<file path="src/rtl/dmem_arbiter_pkg.sv">
// -----------------------------------------------------------------------------
// dmem_arbiter_pkg
//   Shared definitions for the data-memory arbiter slice: default word and
//   address widths of the RISC-V core, the port identifier used to tag the
//   owner of an outstanding read, and a helper that sizes the fairness counter.
//
//   Contents:
//     RV_NB_WORD        default data word width (bits)
//     RV_NB_ADDR        default byte address width (bits)
//     ARB_MAX_WAIT_DEF  default number of losses port 1 tolerates
//     arb_port_t        {ARB_P0, ARB_P1} requester identifier
//     arb_cnt_width()   width of a counter that must reach max_wait
// -----------------------------------------------------------------------------
package dmem_arbiter_pkg;

  localparam int unsigned RV_NB_WORD       = 32;
  localparam int unsigned RV_NB_ADDR       = 32;
  localparam int unsigned ARB_MAX_WAIT_DEF = 3;

  typedef enum logic {
    ARB_P0 = 1'b0,
    ARB_P1 = 1'b1
  } arb_port_t;

  // A counter saturating at max_wait needs $clog2(max_wait+1) bits. When
  // max_wait is 0 that evaluates to 0, so keep one bit to avoid a zero-width
  // vector; the counter then simply never leaves 0.
  function automatic int unsigned arb_cnt_width(input int unsigned max_wait);
    int unsigned w;
    w = $clog2(max_wait + 1);
    return (w < 1) ? 1 : w;
  endfunction

endpackage

</file>
<file path="src/rtl/dmem_arbiter_if.sv">
// -----------------------------------------------------------------------------
// dmem_arbiter_if
//   Bundles the two requester ports and the memory-side port of the data
//   memory arbiter. Signal names keep the arbiter's point of view (i_* flow
//   into the arbiter, o_* flow out of it).
//
//   Requesters (port 0 = CPU load/store, port 1 = debug/loader):
//     i_pX_req, i_pX_wr, i_pX_addr, i_pX_wr_data   request side
//     o_pX_gnt                                       accepted this cycle
//     o_pX_rvalid, o_pX_rd_data                      read return
//   Memory:
//     o_mem_en, o_mem_wr, o_mem_address, o_mem_wr_data
//     i_mem_rd_data (valid the cycle after a read strobe)
//
//   Modports:
//     slave  - the arbiter itself
//     master - the surrounding logic (requesters plus memory)
// -----------------------------------------------------------------------------
interface dmem_arbiter_if
  import dmem_arbiter_pkg::*;
#(
  parameter int unsigned NB_WORD = RV_NB_WORD,
  parameter int unsigned NB_ADDR = RV_NB_ADDR
);

  logic               i_p0_req;
  logic               i_p0_wr;
  logic [NB_ADDR-1:0] i_p0_addr;
  logic [NB_WORD-1:0] i_p0_wr_data;
  logic               o_p0_gnt;
  logic               o_p0_rvalid;
  logic [NB_WORD-1:0] o_p0_rd_data;

  logic               i_p1_req;
  logic               i_p1_wr;
  logic [NB_ADDR-1:0] i_p1_addr;
  logic [NB_WORD-1:0] i_p1_wr_data;
  logic               o_p1_gnt;
  logic               o_p1_rvalid;
  logic [NB_WORD-1:0] o_p1_rd_data;

  logic               o_mem_en;
  logic               o_mem_wr;
  logic [NB_ADDR-1:0] o_mem_address;
  logic [NB_WORD-1:0] o_mem_wr_data;
  logic [NB_WORD-1:0] i_mem_rd_data;

  modport slave (
    input  i_p0_req, i_p0_wr, i_p0_addr, i_p0_wr_data,
    input  i_p1_req, i_p1_wr, i_p1_addr, i_p1_wr_data,
    input  i_mem_rd_data,
    output o_p0_gnt, o_p0_rvalid, o_p0_rd_data,
    output o_p1_gnt, o_p1_rvalid, o_p1_rd_data,
    output o_mem_en, o_mem_wr, o_mem_address, o_mem_wr_data
  );

  modport master (
    output i_p0_req, i_p0_wr, i_p0_addr, i_p0_wr_data,
    output i_p1_req, i_p1_wr, i_p1_addr, i_p1_wr_data,
    output i_mem_rd_data,
    input  o_p0_gnt, o_p0_rvalid, o_p0_rd_data,
    input  o_p1_gnt, o_p1_rvalid, o_p1_rd_data,
    input  o_mem_en, o_mem_wr, o_mem_address, o_mem_wr_data
  );

endinterface

</file>
<file path="src/rtl/dmem_arbiter.sv">
// -----------------------------------------------------------------------------
// dmem_arbiter
//   Two-port arbiter in front of the single-ported data memory. Port 0 (CPU
//   load/store) has priority; port 1 (debug/loader) is forced through after
//   MAX_WAIT consecutive losses so it can never starve. Grants are
//   combinational, one access per cycle, and a read's data returns on the
//   owning port one cycle after its grant.
//
//   Parameters:
//     NB_WORD   data word width
//     NB_ADDR   byte address width
//     MAX_WAIT  consecutive losses port 1 tolerates before it is forced to win
//
//   Ports:
//     i_clock   single clock
//     i_reset   synchronous, active-high
//     bus       dmem_arbiter_if.slave: requester ports and memory port
// -----------------------------------------------------------------------------
module dmem_arbiter
  import dmem_arbiter_pkg::*;
#(
  parameter int unsigned NB_WORD  = RV_NB_WORD,
  parameter int unsigned NB_ADDR  = RV_NB_ADDR,
  parameter int unsigned MAX_WAIT = ARB_MAX_WAIT_DEF
)(
  input  logic          i_clock,
  input  logic          i_reset,
  dmem_arbiter_if.slave bus
);

  localparam int unsigned      CNT_W    = arb_cnt_width(MAX_WAIT);
  localparam logic [CNT_W-1:0] WAIT_SAT = CNT_W'(MAX_WAIT);

  logic [CNT_W-1:0]   wait_cnt;

  logic               p1_wins;
  logic               gnt0;
  logic               gnt1;
  arb_port_t          winner;
  logic               mem_en;
  logic               mem_wr;
  logic [NB_ADDR-1:0] mem_addr;
  logic [NB_WORD-1:0] mem_wr_data;
  logic               rd_gnt;

  logic               rd_vld_p1;
  arb_port_t          rd_own_p1;

  // ---------------------------------------------------------------------------
  // Stage p0: combinational arbitration and memory request mux
  // ---------------------------------------------------------------------------
  always_comb begin
    // Port 1 takes the slot when port 0 is idle, or when it has already lost
    // MAX_WAIT times in a row. Reset masks both grants so nothing reaches
    // the memory while the arbiter is being initialised.
    p1_wins = bus.i_p1_req && (!bus.i_p0_req || (wait_cnt == WAIT_SAT));
    gnt1    = !i_reset && p1_wins;
    gnt0    = !i_reset && bus.i_p0_req && !p1_wins;
    winner  = gnt1 ? ARB_P1 : ARB_P0;
    mem_en  = gnt0 || gnt1;

    // Idle cycles drive zeros rather than holding the last request, which
    // keeps the memory bus quiet and easy to read in traces.
    mem_wr      = 1'b0;
    mem_addr    = '0;
    mem_wr_data = '0;
    if (gnt1) begin
      mem_wr      = bus.i_p1_wr;
      mem_addr    = bus.i_p1_addr;
      mem_wr_data = bus.i_p1_wr_data;
    end else if (gnt0) begin
      mem_wr      = bus.i_p0_wr;
      mem_addr    = bus.i_p0_addr;
      mem_wr_data = bus.i_p0_wr_data;
    end

    rd_gnt = mem_en && !mem_wr;
  end

  assign bus.o_p0_gnt      = gnt0;
  assign bus.o_p1_gnt      = gnt1;
  assign bus.o_mem_en      = mem_en;
  assign bus.o_mem_wr      = mem_wr;
  assign bus.o_mem_address = mem_addr;
  assign bus.o_mem_wr_data = mem_wr_data;

  // Fairness counter: counts consecutive cycles in which port 1 asked and
  // lost. Any cycle where port 1 is served or stops asking starts it over.
  always_ff @(posedge i_clock) begin
    if (i_reset) begin
      wait_cnt <= '0;
    end else if (!bus.i_p1_req || gnt1) begin
      wait_cnt <= '0;
    end else if (wait_cnt != WAIT_SAT) begin
      wait_cnt <= wait_cnt + 1'b1;
    end
  end

  // ---------------------------------------------------------------------------
  // Stage p1: read-return ownership (memory data arrives this cycle)
  // ---------------------------------------------------------------------------
  // Memory latency is exactly one cycle and only one access is issued per
  // cycle, so a single owner/valid entry covers back-to-back reads from either
  // port. The owner tag is only meaningful while rd_vld_p1 is set, so it is
  // left out of reset.
  always_ff @(posedge i_clock) begin
    if (i_reset) begin
      rd_vld_p1 <= 1'b0;
    end else begin
      rd_vld_p1 <= rd_gnt;
    end
    rd_own_p1 <= winner;
  end

  assign bus.o_p0_rvalid  = rd_vld_p1 && (rd_own_p1 == ARB_P0);
  assign bus.o_p1_rvalid  = rd_vld_p1 && (rd_own_p1 == ARB_P1);

  // Both ports see the raw memory data; rvalid alone says whose it is.
  assign bus.o_p0_rd_data = bus.i_mem_rd_data;
  assign bus.o_p1_rd_data = bus.i_mem_rd_data;

  // Structural invariants of the arbiter.
  a_gnt_exclusive : assert property (
    @(posedge i_clock) disable iff (i_reset) !(gnt0 && gnt1));
  a_gnt_needs_req : assert property (
    @(posedge i_clock) disable iff (i_reset)
      (!gnt0 || bus.i_p0_req) && (!gnt1 || bus.i_p1_req));
  a_rvalid_exclusive : assert property (
    @(posedge i_clock) disable iff (i_reset)
      !(bus.o_p0_rvalid && bus.o_p1_rvalid));

endmodule

</file>
<file path="src/flat_wrapper.sv">
// flat-port wrapper written by rule: the top's interface ports become plain ports
module dmem_arbiter_flat import dmem_arbiter_pkg::*;
#(
  parameter int unsigned NB_WORD  = RV_NB_WORD,
  parameter int unsigned NB_ADDR  = RV_NB_ADDR,
  parameter int unsigned MAX_WAIT = ARB_MAX_WAIT_DEF
)
  (i_clock, i_reset, bus_i_p0_req, bus_i_p0_wr, bus_i_p0_addr, bus_i_p0_wr_data, bus_i_p1_req, bus_i_p1_wr, bus_i_p1_addr, bus_i_p1_wr_data, bus_i_mem_rd_data, bus_o_p0_gnt, bus_o_p0_rvalid, bus_o_p0_rd_data, bus_o_p1_gnt, bus_o_p1_rvalid, bus_o_p1_rd_data, bus_o_mem_en, bus_o_mem_wr, bus_o_mem_address, bus_o_mem_wr_data);
  dmem_arbiter_if #(.NB_WORD(NB_WORD), .NB_ADDR(NB_ADDR)) bus_i ();
  input  logic i_clock;
  input  logic i_reset;
  input wire logic [$bits(bus_i.i_p0_req)-1:0] bus_i_p0_req;
  input wire logic [$bits(bus_i.i_p0_wr)-1:0] bus_i_p0_wr;
  input wire logic [$bits(bus_i.i_p0_addr)-1:0] bus_i_p0_addr;
  input wire logic [$bits(bus_i.i_p0_wr_data)-1:0] bus_i_p0_wr_data;
  input wire logic [$bits(bus_i.i_p1_req)-1:0] bus_i_p1_req;
  input wire logic [$bits(bus_i.i_p1_wr)-1:0] bus_i_p1_wr;
  input wire logic [$bits(bus_i.i_p1_addr)-1:0] bus_i_p1_addr;
  input wire logic [$bits(bus_i.i_p1_wr_data)-1:0] bus_i_p1_wr_data;
  input wire logic [$bits(bus_i.i_mem_rd_data)-1:0] bus_i_mem_rd_data;
  output wire logic [$bits(bus_i.o_p0_gnt)-1:0] bus_o_p0_gnt;
  output wire logic [$bits(bus_i.o_p0_rvalid)-1:0] bus_o_p0_rvalid;
  output wire logic [$bits(bus_i.o_p0_rd_data)-1:0] bus_o_p0_rd_data;
  output wire logic [$bits(bus_i.o_p1_gnt)-1:0] bus_o_p1_gnt;
  output wire logic [$bits(bus_i.o_p1_rvalid)-1:0] bus_o_p1_rvalid;
  output wire logic [$bits(bus_i.o_p1_rd_data)-1:0] bus_o_p1_rd_data;
  output wire logic [$bits(bus_i.o_mem_en)-1:0] bus_o_mem_en;
  output wire logic [$bits(bus_i.o_mem_wr)-1:0] bus_o_mem_wr;
  output wire logic [$bits(bus_i.o_mem_address)-1:0] bus_o_mem_address;
  output wire logic [$bits(bus_i.o_mem_wr_data)-1:0] bus_o_mem_wr_data;
  assign bus_i.i_p0_req = bus_i_p0_req;
  assign bus_i.i_p0_wr = bus_i_p0_wr;
  assign bus_i.i_p0_addr = bus_i_p0_addr;
  assign bus_i.i_p0_wr_data = bus_i_p0_wr_data;
  assign bus_i.i_p1_req = bus_i_p1_req;
  assign bus_i.i_p1_wr = bus_i_p1_wr;
  assign bus_i.i_p1_addr = bus_i_p1_addr;
  assign bus_i.i_p1_wr_data = bus_i_p1_wr_data;
  assign bus_i.i_mem_rd_data = bus_i_mem_rd_data;
  assign bus_o_p0_gnt = bus_i.o_p0_gnt;
  assign bus_o_p0_rvalid = bus_i.o_p0_rvalid;
  assign bus_o_p0_rd_data = bus_i.o_p0_rd_data;
  assign bus_o_p1_gnt = bus_i.o_p1_gnt;
  assign bus_o_p1_rvalid = bus_i.o_p1_rvalid;
  assign bus_o_p1_rd_data = bus_i.o_p1_rd_data;
  assign bus_o_mem_en = bus_i.o_mem_en;
  assign bus_o_mem_wr = bus_i.o_mem_wr;
  assign bus_o_mem_address = bus_i.o_mem_address;
  assign bus_o_mem_wr_data = bus_i.o_mem_wr_data;
  dmem_arbiter #(.NB_WORD(NB_WORD), .NB_ADDR(NB_ADDR), .MAX_WAIT(MAX_WAIT)) u_core (.i_clock(i_clock), .i_reset(i_reset), .bus(bus_i));
endmodule
</file>
<file path="config.mk">
export PLATFORM = sky130hd
export DESIGN_NAME = dmem_arbiter_flat
export DESIGN_NICKNAME = d
export VERILOG_FILES = /design/src/rtl/dmem_arbiter_pkg.sv /design/src/rtl/dmem_arbiter_if.sv /design/src/rtl/dmem_arbiter.sv /design/src/flat_wrapper.sv
export SDC_FILE = /design/constraint.sdc
export NUM_CORES = 1
export LEC_CHECK = 0
export ABC_AREA = 1
export CORE_AREA = 2 2 117 119
export DETAILED_ROUTE_END_ITERATION = 7
export DIE_AREA = 0 0 119 121
export GPL_TIMING_DRIVEN = 0
export PLACE_DENSITY = 0.61
export SLEW_MARGIN = 10
export SYNTH_ARGS = -nofsm -noshare
export SYNTH_HDL_FRONTEND = slang
export SYNTH_SLANG_ARGS = --single-unit
</file>
<file path="constraint.sdc">
create_clock -name i_clock -period 1.71 [get_ports i_clock]
set_clock_uncertainty 0.2 [all_clocks]
set_input_delay 0.171 -clock i_clock [delete_from_list [all_inputs] [get_ports i_clock]]
set_output_delay 0.171 -clock i_clock [all_outputs]
set_load 0.005 [all_outputs]
</file>
After elaboration in Yosys (flattened, before gate mapping)
Index checks and enable logic that the tools add are counted.
{"block": "word_totals", "ramBits": 0, "reg_bits": 4, "inputBits": 166, "word_cells": 30, "n_memories": 0, "out_inout_bits": 134, "rom_bits": 0, "latch_bits": 0}
{"block": "classes", "n_div": 0, "n_addsub": 1, "multipliers": 0, "reduce_logical": 16, "mux": 7, "order_cmp": 0, "bitwise": 1, "eq_ne": 2, "shifts": 0}
{"cell": "$mux W32", "count": 4}
{"cell": "$logic_and A1 B1 Y1", "count": 7}
{"cell": "$logic_not A1 Y1", "count": 5}
{"cell": "$logic_or A1 B1 Y1", "count": 3}
{"cell": "$mux W1", "count": 3}
{"cell": "$add A2 B1 Y2 const B", "count": 1}
{"cell": "$eq A2 B2 Y1 const B", "count": 1}
{"cell": "$ne A2 B2 Y1 const B", "count": 1}
{"cell": "$reduce_or A2 Y1", "count": 1}
{"cell": "$not A1 Y1", "count": 1}

Depth between registers and ports, before layout
Gate-level depths: netlist (run 1).
{"block": "logic_depth", "ltp_word": 9, "depth_mapped": 9, "depth_no_buf": 7}

Worst setup path after synthesis (run 1)
No wires, ideal clock.
{"block": "synth_timing", "path_kind": "register to output", "from": "register u_core.wait_cnt[0]", "to": "output bus_o_mem_address[10]", "path_stages_with_launch": 9, "path_buffers": 2, "setup_slack_ns": 0.213, "required_ns": 1.339, "t_arrival_ns": 1.126, "path_cell_list": "dfxtp_1 -> ha_1 -> nand2_1 -> nand3_1 -> inv_2 -> buf_4 -> buf_2 -> nand2_1 -> nand2_1"}
{"block": "synth_between", "elab_chain_len": 7, "word_cells_on_any_way": 8, "cone_classes": "eq/ne: 1; mux: 2; reduce/logical: 5"}
{"item": "from (decl)", "line": "dmem_arbiter.sv:34", "source": "logic [CNT_W-1:0] wait_cnt;"}
{"item": "from (signal assigned)", "line": "dmem_arbiter.sv:95", "source": "wait_cnt <= wait_cnt + 1'b1;"}
{"item": "$eq A2 B2 Y1 (*)", "line": "dmem_arbiter.sv:56", "source": "p1_wins = bus.i_p1_req && (!bus.i_p0_req || (wait_cnt == WAIT_SAT));"}
{"item": "$logic_or A1 B1 Y1 (*)", "line": "dmem_arbiter.sv:56"}
{"item": "$logic_and A1 B1 Y1 (*)", "line": "dmem_arbiter.sv:56"}
{"item": "$logic_not A1 Y1", "line": "dmem_arbiter.sv:58", "source": "gnt0 = !i_reset && bus.i_p0_req && !p1_wins;"}
{"item": "$logic_and A1 B1 Y1", "line": "dmem_arbiter.sv:58"}
{"item": "$mux W32", "line": "dmem_arbiter.sv:71", "source": "end else if (gnt0) begin"}
{"item": "$mux W32 (*)", "line": "dmem_arbiter.sv:67", "source": "if (gnt1) begin"}
{"item": "to (decl)", "line": "flat_wrapper.sv:29", "source": "output wire logic [$bits(bus_i.o_mem_address)-1:0] bus_o_mem_address;"}
Mark *: on every way between the ends. The rest lies on a longest branch, timed or not.

Worst setup path after layout (run 1)
{"block": "layout_timing", "from": "register u_core.wait_cnt[0]", "to": "output bus_o_mem_wr_data[0]"}
{"block": "layout_between", "elab_chain_len": 7, "word_cells_on_any_way": 8, "cone_classes": "eq/ne: 1; mux: 2; reduce/logical: 5"}
{"item": "$eq A2 B2 Y1 (*)", "line": "dmem_arbiter.sv:56"}
{"item": "$logic_or A1 B1 Y1 (*)", "line": "dmem_arbiter.sv:56"}
{"item": "$logic_and A1 B1 Y1 (*)", "line": "dmem_arbiter.sv:56"}
{"item": "$logic_not A1 Y1", "line": "dmem_arbiter.sv:58"}
{"item": "$logic_and A1 B1 Y1", "line": "dmem_arbiter.sv:58"}
{"item": "$mux W32", "line": "dmem_arbiter.sv:71"}
{"item": "$mux W32 (*)", "line": "dmem_arbiter.sv:67"}
{"item": "to (decl)", "line": "flat_wrapper.sv:30", "source": "output wire logic [$bits(bus_i.o_mem_wr_data)-1:0] bus_o_mem_wr_data;"}
Marks and branches as above.

==> run_results.csv, run 1 <==
group,metric,value,unit
sta,post-route-period-util,119,%
worst_setup_path,end_kind,"output port",
power_and_ir_drop,ir_worst_vdd,405,uV
hold_path,min_path_type,"reg2reg",
finish,area_delta_synth_final,223,%
sta,final.hold.worst_slack,0.240,ns
floorplanning,core,0.0131,mm^2
worst_setup_path,path_max_fanout,5,
logic_synthesis,syn_nets,468,
global_route,grt_pass1_wl,14000,um
worst_setup_path,r2r_slack,0.07,ns
floorplanning,die_h,121,um
clock_network,h-tree-depth,1,
worst_setup_path,cp_cell_sequence,"ha_4 > inv_2 > nand2_2 > inv_2 > nor2_4 > buf_12 > buf_8 > buf_6 > buf_6 > nand2_4 > nand2_4 > buf_6",
floorplanning,placement_rows,42,
global_route,grt-ovfl-total,0,
hold_path,hold_path_startpoint,"u_core.wait_cnt[0]",
clock_network,cts_tree,"built",
clock_network,cts-root-buf,"clkbuf_16",
clock_network,clk-insertion-delay-late,0.22,ns
clock_network,clockBufferDepth,2,
power_and_ir_drop,power,1.49,mW
logic_synthesis,syn_inst,301,
worst_setup_path,critPathMostFrequentCell,"buf_6",
place,dp_hpwl,7590,um
worst_setup_path,required,1.34,ns
hold_path,holdPathEnd,"u_core.wait_cnt[0]",
sta,final.min_clock_period,2.04,ns
worst_setup_path,arrival,1.67,ns
power_and_ir_drop,power.leakage,2.54,nW
power_and_ir_drop,p_per_area,303,mW/mm^2
worst_setup_path,path_class,"reg2out",
sta,fmax,0.491,GHz
sta,setup_viol,65,
finish,n_antenna_cell,0,
drt,first_pass_iters,4,
clock_network,cts_made_buffers,3,
place,placedInstanceArea,0.00441,mm^2
place,portBuffers,267,
logic_synthesis,synth.distinct_cells,14,
finish,final_cell_area,0.00490,mm^2
finish,drive_gt1_share,41.8,%
logic_synthesis,synth.avg_cell_area,5.04,um^2
run_status,failed_checks,"negative setup slack",
finish,layout_commonest_cell,"clkdlybuf4s50_1",
logic_synthesis,syn_area,0.00152,mm^2
worst_setup_path,r2r-end,"u_core.rd_own_p1",
finish,layout_common_cells,"clkdlybuf4s50_1 (196), nand2_1 (134), buf_4 (73), buf_2 (58), nand2_2 (55)",
finish,num-fill-cells,1360,
floorplanning,start_util,11.6,%
worst_setup_path,cp-start-kind,"register",
global_route,grt_antenna_before_repair,0,
drt,routed-via-count,2848,
clock_network,holdBufCountCts,0,
logic_synthesis,synth_top_cell_by_area,"nand2_1",
hold_path,hold-path-cell-count,1,
worst_setup_path,max_stage_delay,0.35,ns
drt,routed_wl,9730,um
floorplanning,dieArea,0.0144,mm^2
drt,viasPerCell,3.65,
global_route,grt_max_degree,11,
sta,worst_pin_slew,0.167,ns
sta,max_slew_margin,88.8,%
floorplanning,fp.dieW,119,um
drt,drt-initial-drc-count,41,
clock_network,cts_sinks,4,
logic_synthesis,yosys.area.top_type_share,49.5,%
logic_synthesis,synth_warnings,0,
drt,wire_per_inst,12.5,um
sta,final-hold-violation-count,0,
flow_run,drv_cap,0,
place,gp_congestion,0.770,
logic_synthesis,ys_top_cells_by_area,"nand2_1 (50%), buf_4 (32%), dfxtp_1 (5.3%)",
sta,rsz0062_at_grt,"true",
worst_setup_path,rr_startpoint,"u_core.wait_cnt[0]",
worst_setup_path,rr_worst_depth,10,
sta,worst_slack,-0.326,ns
clock_network,clk_pin_slew,0.03,ns
worst_setup_path,slowest_stage,"dfxtp_2",
logic_synthesis,ys_ff_latch,4,
drt,ant_nets,0,
global_route,grt_pass1_vias,2791,
sta,maxSlewViolCount,0,
global_route,track_usage,11.9,%
sta,tns,-15.20,ns
floorplanning,pin_count,300,
run_status,status,"complete, but fails checks",
drt,post-route-drc-count,0,
logic_synthesis,ys_seq_area_share,5.28,%
finish,nNetsFinal,774,
worst max-delay path: cells and delay by family, from the launching register on:
| family | cells | cell delay, ns |
|---|---|---|
| buffers and inverters | 7 | 0.64 |
| and+or+nand+nor | 4 | 0.30 |
| adders and majority gates | 1 | 0.15 |
| DFF | 1 | 0.35 |
power breakdown:
group | switching, mW | internal [mW]
sequential | 0.00271 | 0.0983
clock | 0.0661 | 0.299
combinational | 0.320 | 0.702
total | 0.388 | 1.10
final cells by class:
| class | count | area (um^2) | area share [%] |
|---|---|---|---|
| inverter | 8 | 30.0 | 0.612 |
| timing repair buffer | 303 | 2800 | 57.0 |
| multi-input combinational | 211 | 1050 | 21.4 |
| buffer | 76 | 652 | 13.3 |
| sequential | 4 | 82.6 | 1.68 |
| tap | 176 | 220 | 4.49 |
| clock buffer | 3 | 75.1 | 1.53 |
worst max-delay path by stage:
stage                     depth (start not counted)                     to               start
after global placement                            9  bus_o_mem_address[15]        bus_i_p1_req
after CTS                                        12   bus_o_mem_wr_data[0]  u_core.wait_cnt[1]
after floorplan                                   8  bus_o_mem_address[10]  u_core.wait_cnt[0]
after detailed placement                          9  bus_o_mem_address[15]        bus_i_p1_req
final                                            12   bus_o_mem_wr_data[0]  u_core.wait_cnt[0]
after global routing                             12   bus_o_mem_wr_data[0]  u_core.wait_cnt[0]
cells in the mapped netlist (all sizes together):
cell type / count
inv: 8
buf: 78
nor2: 5
dfxtp: 4
a21oi: 1
nand4: 1
nand3: 2
o21ai: 1
nand2: 200
ha: 1
timing repair:
item,4_1_cts,5_1_grt
endpoints found under the setup margin,68,66
pin swaps,9,19
setup buffers,27,10
resized for setup,349,61
gates cloned,4,0
routing by layer:
metal  share of wire, %  track usage, %
met5                  0               0
met4               0.49            1.12
met3                8.7            3.20
met2                 56            24.9
met1                 35            12.0
logic make-up after synthesis:
group	synth area share (%)
compound gates	0.659
fa+ha+maj	0.825
buf+inv	40.9
flops	5.28
simple gates	52.3
flip-flops by register name, indices dropped and copies added, names as in the netlist:
register	cells
u_core.rd_vld_p1	1
u_core.wait_cnt	2
u_core.rd_own_p1	1
per-stage QoR:
| stage | setup slack [ns] | cells | util (%) |
|---|---|---|---|
| after floorplan | 0.213 | 301 | - |
| after global placement | -0.706 | 744 | 33.7 |
| after detailed placement | -0.711 | 744 | 33.7 |
| after CTS | -0.381 | 777 | 35.9 |
| after global routing | -0.412 | 781 | 37.5 |
| final | -0.326 | 781 | 37.5 |
Power figures use the tool's default switching activity.
==> run 2, diff against run 1 <==
--- a/config.mk
+++ b/config.mk
@@ -6,11 +6,12 @@
 export NUM_CORES = 1
 export LEC_CHECK = 0
 export ABC_AREA = 1
-export CORE_AREA = 2 2 117 119
+export CORE_AREA = 2 2 118 120
 export DETAILED_ROUTE_END_ITERATION = 7
-export DIE_AREA = 0 0 119 121
+export DIE_AREA = 0 0 120 122
 export GPL_TIMING_DRIVEN = 0
 export PLACE_DENSITY = 0.61
+export SKIP_CTS_REPAIR_TIMING = 1
 export SLEW_MARGIN = 10
 export SYNTH_ARGS = -nofsm -noshare
 export SYNTH_HDL_FRONTEND = slang
==> constraint.sdc (replaced) <==
create_clock -name i_clock -period 2.6 [get_ports i_clock]
set_clock_uncertainty 0.2 [all_clocks]
set_input_delay 0.26 -clock i_clock [delete_from_list [all_inputs] [get_ports i_clock]]
set_output_delay 0.26 -clock i_clock [all_outputs]
set_load 0.005 [all_outputs]
==> run 2 against run 1 <==
  * The run now ends clean
  * Clock power shrank 34%
  * Critical path depth shrank 2
  * Core utilization shrank 3.6 points
  * Cell count shrank 3.3%
  * Sequential cell count is the same
  * First-iteration DRC count grew 22%
  * Highest routed layer unchanged
==> run_results.csv, run 2 (synthesis results as in run 1) <==
group,metric,value,unit
place,dp_hpwl,7310,um
drt,ant_nets,0,
worst_setup_path,max_stage_delay,0.51,ns
floorplanning,fp.dieW,120,um
floorplanning,placement_rows,43,
sta,worst_pin_slew,0.263,ns
global_route,grt_max_degree,12,
clock_network,cts_made_buffers,3,
worst_setup_path,path_class,"reg2out",
flow_run,drv_cap,0,
sta,fmax,0.406,GHz
sta,final.min_clock_period,2.46,ns
worst_setup_path,cp_cell_sequence,"ha_2 > inv_1 > nand2_1 > inv_2 > nor2_4 > buf_12 > buf_6 > nand2_1 > nand2_1 > clkdlybuf4s50_1",
clock_network,h-tree-depth,1,
sta,final-hold-violation-count,0,
drt,viasPerCell,3.45,
worst_setup_path,path_max_fanout,10,
place,gp_congestion,0.738,
clock_network,cts-root-buf,"clkbuf_16",
floorplanning,core,0.0135,mm^2
finish,drive_gt1_share,15.7,%
global_route,grt_pass1_wl,11800,um
finish,num-fill-cells,1449,
drt,drt-initial-drc-count,50,
sta,maxSlewViolCount,0,
drt,routed_wl,8370,um
clock_network,clockBufferDepth,2,
sta,final.hold.worst_slack,0.205,ns
clock_network,cts_sinks,4,
sta,tns,0,ns
worst_setup_path,critPathMostFrequentCell,"nand2_1",
power_and_ir_drop,power.leakage,2.20,nW
finish,layout_commonest_cell,"clkdlybuf4s50_1",
power_and_ir_drop,p_per_area,206,mW/mm^2
global_route,grt_antenna_before_repair,0,
worst_setup_path,cp-start-kind,"register",
global_route,grt-ovfl-total,0,
worst_setup_path,rr_worst_depth,6,
finish,final_cell_area,0.00458,mm^2
place,dp.cells,748,
finish,area_delta_synth_final,202,%
drt,post-route-drc-count,0,
finish,reg.largest.list,"u_core.wait_cnt: 2 flops, u_core.rd_own_p1: 1 flops, u_core.rd_vld_p1: 1 flops",
worst_setup_path,slowest_stage,"clkdlybuf4s50_1",
finish,layout_common_cells,"clkdlybuf4s50_1 (262), nand2_1 (200), buf_4 (71), inv_1 (6), buf_6 (6)",
finish,fin_cells,755,
clock_network,clk_pin_slew,0.03,ns
worst_setup_path,arrival,2.00,ns
clock_network,cts_tree,"built",
drt,first_pass_iters,4,
drt,wire_per_inst,11.1,um
hold_path,hold-path-cell-count,1,
floorplanning,start_util,11.2,%
worst_setup_path,end_kind,"output port",
power_and_ir_drop,ir_worst_vdd,154,uV
sta,rsz0062_at_grt,"true",
sta,post-route-period-util,94.6,%
finish,largest_reg_flops,2,
floorplanning,pin_count,300,
run_status,status,"finished, final reports clean",
global_route,track_usage,10.2,%
floorplanning,die_h,122,um
finish,regMostFlops,"u_core.wait_cnt",
place,portBuffers,267,
sta,setup_viol,0,
global_route,grt_pass1_vias,2349,
floorplanning,dieArea,0.0146,mm^2
finish,nNetsFinal,744,
finish,n_antenna_cell,0,
worst_setup_path,required,2.14,ns
hold_path,min_path_type,"reg2reg",
place,placedInstanceArea,0.00441,mm^2
finish,utilization,33.9,%
drt,routed-via-count,2603,
sta,max_slew_margin,82.3,%
clock_network,clk-insertion-delay-late,0.23,ns
==> run 2: cell types whose count changed in the layout (fill, tap and decap cells not counted), sizes merged <==
cell	before	now
clkdlybuf4s15	1	0
dlygate4sd2	6	0
buf	176	81
clkdlybuf4s50	196	262
clkbuf	3	4
dlymetal6s2s	0	5
==> run 2: critical path, delay by kind of cell (launching register included) <==
family,cells,cell delay (ns)
and+or+nand+nor,4,0.34
buffers and inverters,5,0.92
DFF,1,0.33
adders and majority gates,1,0.19
==> run 2: layout make-up <==
cell class	instances	area, um^2	share of cell area [%]
sequential	4	81.3	1.78
inverter	8	30.0	0.656
tap	180	225	4.92
multi-input combinational	211	818	17.9
clock buffer	3	75.1	1.64
buffer	78	633	13.8
timing repair buffer	271	2720	59.3
==> run 2: path summary, 6_finish.rpt <==
check | startpoint | end | slack, ns
worst max-delay path | u_core.wait_cnt[1] | bus_o_mem_address[29] | 0.14
worst min-delay path | u_core.wait_cnt[0] | u_core.wait_cnt[0] | 0.21
worst max register to register | u_core.wait_cnt[1] | u_core.rd_own_p1 | 1.26
worst min register to register | u_core.wait_cnt[0] | u_core.wait_cnt[0] | 0.21
==> run 2: routing by layer <==
| layer | GRT usage, % | wire [um] | vias up |
|---|---|---|---|
| met3 | 3.42 | 988 | 6 |
| met4 | 2.65 | 74 | 0 |
| met2 | 18.9 | 4160 | 170 |
| li1 | - | - | 1374 |
| met1 | 11.1 | 3140 | 1053 |
| met5 | 0 | 0 | - |
==> run 2: per-stage QoR <==
step / power (mW) / setup WS (ns)
final: 0.941 / 0.139
after global routing: 1.01 / -0.0131
after CTS: 0.949 / -0.0577
after detailed placement: 0.701 / -0.0198
after global placement: 0.699 / 0.00510
after floorplan: 0.246 / 1.01
==> run 2: power breakdown <==
group	internal (mW)	total [mW]	switching, mW
Sequential	0.0646	0.0659	0.00126
Clock	0.196	0.240	0.0438
Combinational	0.464	0.635	0.171
Total	0.725	0.941	0.216
==> run 3, diff against run 2 <==
--- a/config.mk
+++ b/config.mk
@@ -9,7 +9,8 @@
 export CORE_AREA = 2 2 118 120
 export DETAILED_ROUTE_END_ITERATION = 7
 export DIE_AREA = 0 0 120 122
-export GPL_TIMING_DRIVEN = 0
+export GPL_ROUTABILITY_DRIVEN = 0
+export GPL_TIMING_DRIVEN = 1
 export PLACE_DENSITY = 0.61
 export SKIP_CTS_REPAIR_TIMING = 1
 export SLEW_MARGIN = 10
==> run 3 against run 2 <==
  * Count of clock-buffer cells in the layout unchanged
  * Via count down 19%
  * Non-clock buffer count down 141
  * Critical path depth down 1
  * Sequential cell count unchanged
  * Clock power about the same
  * Largest power group unchanged
  * Total power down 21%
  * Register-to-register slack worse by 0.02 ns
  * Fmax up 0.35%
==> run_results.csv, run 3 (synthesis results as in run 1) <==
group,metric,value,unit
run_status,status,"finished, final reports clean",
floorplanning,fp.dieW,120,um
place,portBuffers,203,
global_route,grt_pass1_wl,9540,um
finish,largest_reg_flops,2,
finish,final_cell_area,0.00334,mm^2
place,dp_hpwl,5580,um
sta,tns,0,ns
power_and_ir_drop,power.leakage,1.49,nW
drt,drt-initial-drc-count,39,
worst_setup_path,arrival,1.99,ns
power_and_ir_drop,power,747,uW
clock_network,clockBufferDepth,2,
worst_setup_path,max_stage_delay,0.51,ns
sta,worst_pin_slew,0.220,ns
drt,wire_per_inst,10.6,um
global_route,grt_max_degree,37,
finish,drive_gt1_share,2.76,%
drt,first_pass_iters,4,
finish,regMostFlops,"u_core.wait_cnt",
clock_network,clk_pin_slew,0.03,ns
power_and_ir_drop,p_per_area,224,mW/mm^2
floorplanning,pin_count,300,
floorplanning,placement_rows,43,
sta,final.min_clock_period,2.45,ns
drt,ant_nets,0,
worst_setup_path,end_kind,"output port",
finish,nNetsFinal,603,
finish,layout_commonest_cell,"clkdlybuf4s50_1",
place,placedInstanceArea,0.00326,mm^2
sta,final-hold-violation-count,0,
clock_network,cts_sinks,4,
worst_setup_path,rr_worst_depth,6,
worst_setup_path,r2r-end,"u_core.rd_own_p1",
flow_run,drv_cap,0,
global_route,grt-ovfl-total,0,
sta,max_slew_margin,85.2,%
clock_network,cts_tree,"built",
drt,routed-via-count,2113,
global_route,track_usage,8.13,%
drt,post-route-drc-count,0,
worst_setup_path,cp-start-kind,"register",
clock_network,clk-insertion-delay-late,0.22,ns
sta,maxSlewViolCount,0,
global_route,grt_antenna_before_repair,0,
finish,utilization,24.7,%
worst_setup_path,cp_cell_sequence,"ha_2 > inv_1 > nand2_1 > inv_2 > nor2_4 > buf_12 > nand2_1 > nand2_1 > clkdlybuf4s50_1",
sta,post-route-period-util,94.3,%
sta,setup_viol,0,
floorplanning,start_util,11.2,%
worst_setup_path,required,2.14,ns
drt,viasPerCell,3.44,
floorplanning,die_h,122,um
worst_setup_path,critPathMostFrequentCell,"nand2_1",
finish,n_antenna_cell,0,
floorplanning,dieArea,0.0146,mm^2
worst_setup_path,cp-endpoint,"bus_o_mem_address[25]",
finish,reg.largest.list,"u_core.wait_cnt: 2 flops, u_core.rd_own_p1: 1 flops, u_core.rd_vld_p1: 1 flops",
place,place_ws,0.141,ns
clock_network,cts-root-buf,"clkbuf_16",
floorplanning,core,0.0135,mm^2
global_route,grt_pass1_vias,1961,
hold_path,min_path_type,"reg2reg",
worst_setup_path,path_max_fanout,36,
worst_setup_path,rr_startpoint,"u_core.wait_cnt[0]",
finish,area_delta_synth_final,120,%
worst_setup_path,crit_path_start,"u_core.wait_cnt[0]",
finish,layout_common_cells,"clkdlybuf4s50_1 (203), nand2_1 (200), inv_1 (6), nor2_1 (4), dfxtp_1 (4)",
clock_network,h-tree-depth,1,
worst_setup_path,path_class,"reg2out",
clock_network,cts_made_buffers,3,
power_and_ir_drop,ir_worst_vdd,146,uV
sta,worst_slack,0.148,ns
sta,fmax,0.408,GHz
worst_setup_path,slowest_stage,"clkdlybuf4s50_1",
sta,rsz0062_at_grt,"false",
drt,routed_wl,6510,um
worst_setup_path,r2r_slack,1.24,ns
run 3: cell count changes in the layout (fill, tap and decap cells not counted), sizes merged:
cell,change
buf,-76
clkdlybuf4s50,-59
dlymetal6s2s,-5
clkbuf,-1
run 3: final cells by class:
type / instances / area [um^2]
repair buffers: 208 / 2110
fillers: 1495 / 10200
flip-flops and latches: 4 / 80.1
clock buffers: 3 / 75.1
well taps: 180 / 225
multi-input cells: 211 / 818
inverters: 8 / 30.0
run 3: worst max-delay path: cells and delay by family (launching register included):
family	cells	cell delay [ns]
and+or+nand+nor	4	0.40
DFF	1	0.32
buffers and inverters	4	0.83
adders and majority gates	1	0.21
run 3: how the worst min path moves through the flow:
stage	startpoint	to	slack, ns	cells past startpoint
2_1_floorplan	u_core.wait_cnt[0]	u_core.wait_cnt[0]	0.20	1
3_3_place_gp	u_core.wait_cnt[0]	u_core.wait_cnt[0]	0.21	1
3_5_place_dp	u_core.wait_cnt[0]	u_core.wait_cnt[0]	0.21	1
4_1_cts	u_core.wait_cnt[0]	u_core.wait_cnt[0]	0.22	1
5_1_grt	u_core.wait_cnt[0]	u_core.wait_cnt[0]	0.26	1
6_report	u_core.wait_cnt[0]	u_core.wait_cnt[0]	0.22	1
run 3: stage by stage:
step | hold slack, ns | cells
after floorplan | 0.197 | 301
after global placement | 0.215 | 611
after detailed placement | 0.213 | 611
after CTS | 0.218 | 614
after global routing | 0.263 | 614
final | 0.219 | 614
run 3: per-layer routing:
layer  GRT usage (%)  up-vias  wire length (um)
met3            4.07       21              1050
met5               0        -                 0
met4            3.16        0               200
met2            14.4      178              2950
met1            8.17      821              2320
li1                -     1093                 -
run 3: where the power goes:
part	internal [mW]	switching (mW)
clock	0.197	0.0439
sequential	0.0645	0.00133
combinational	0.312	0.129
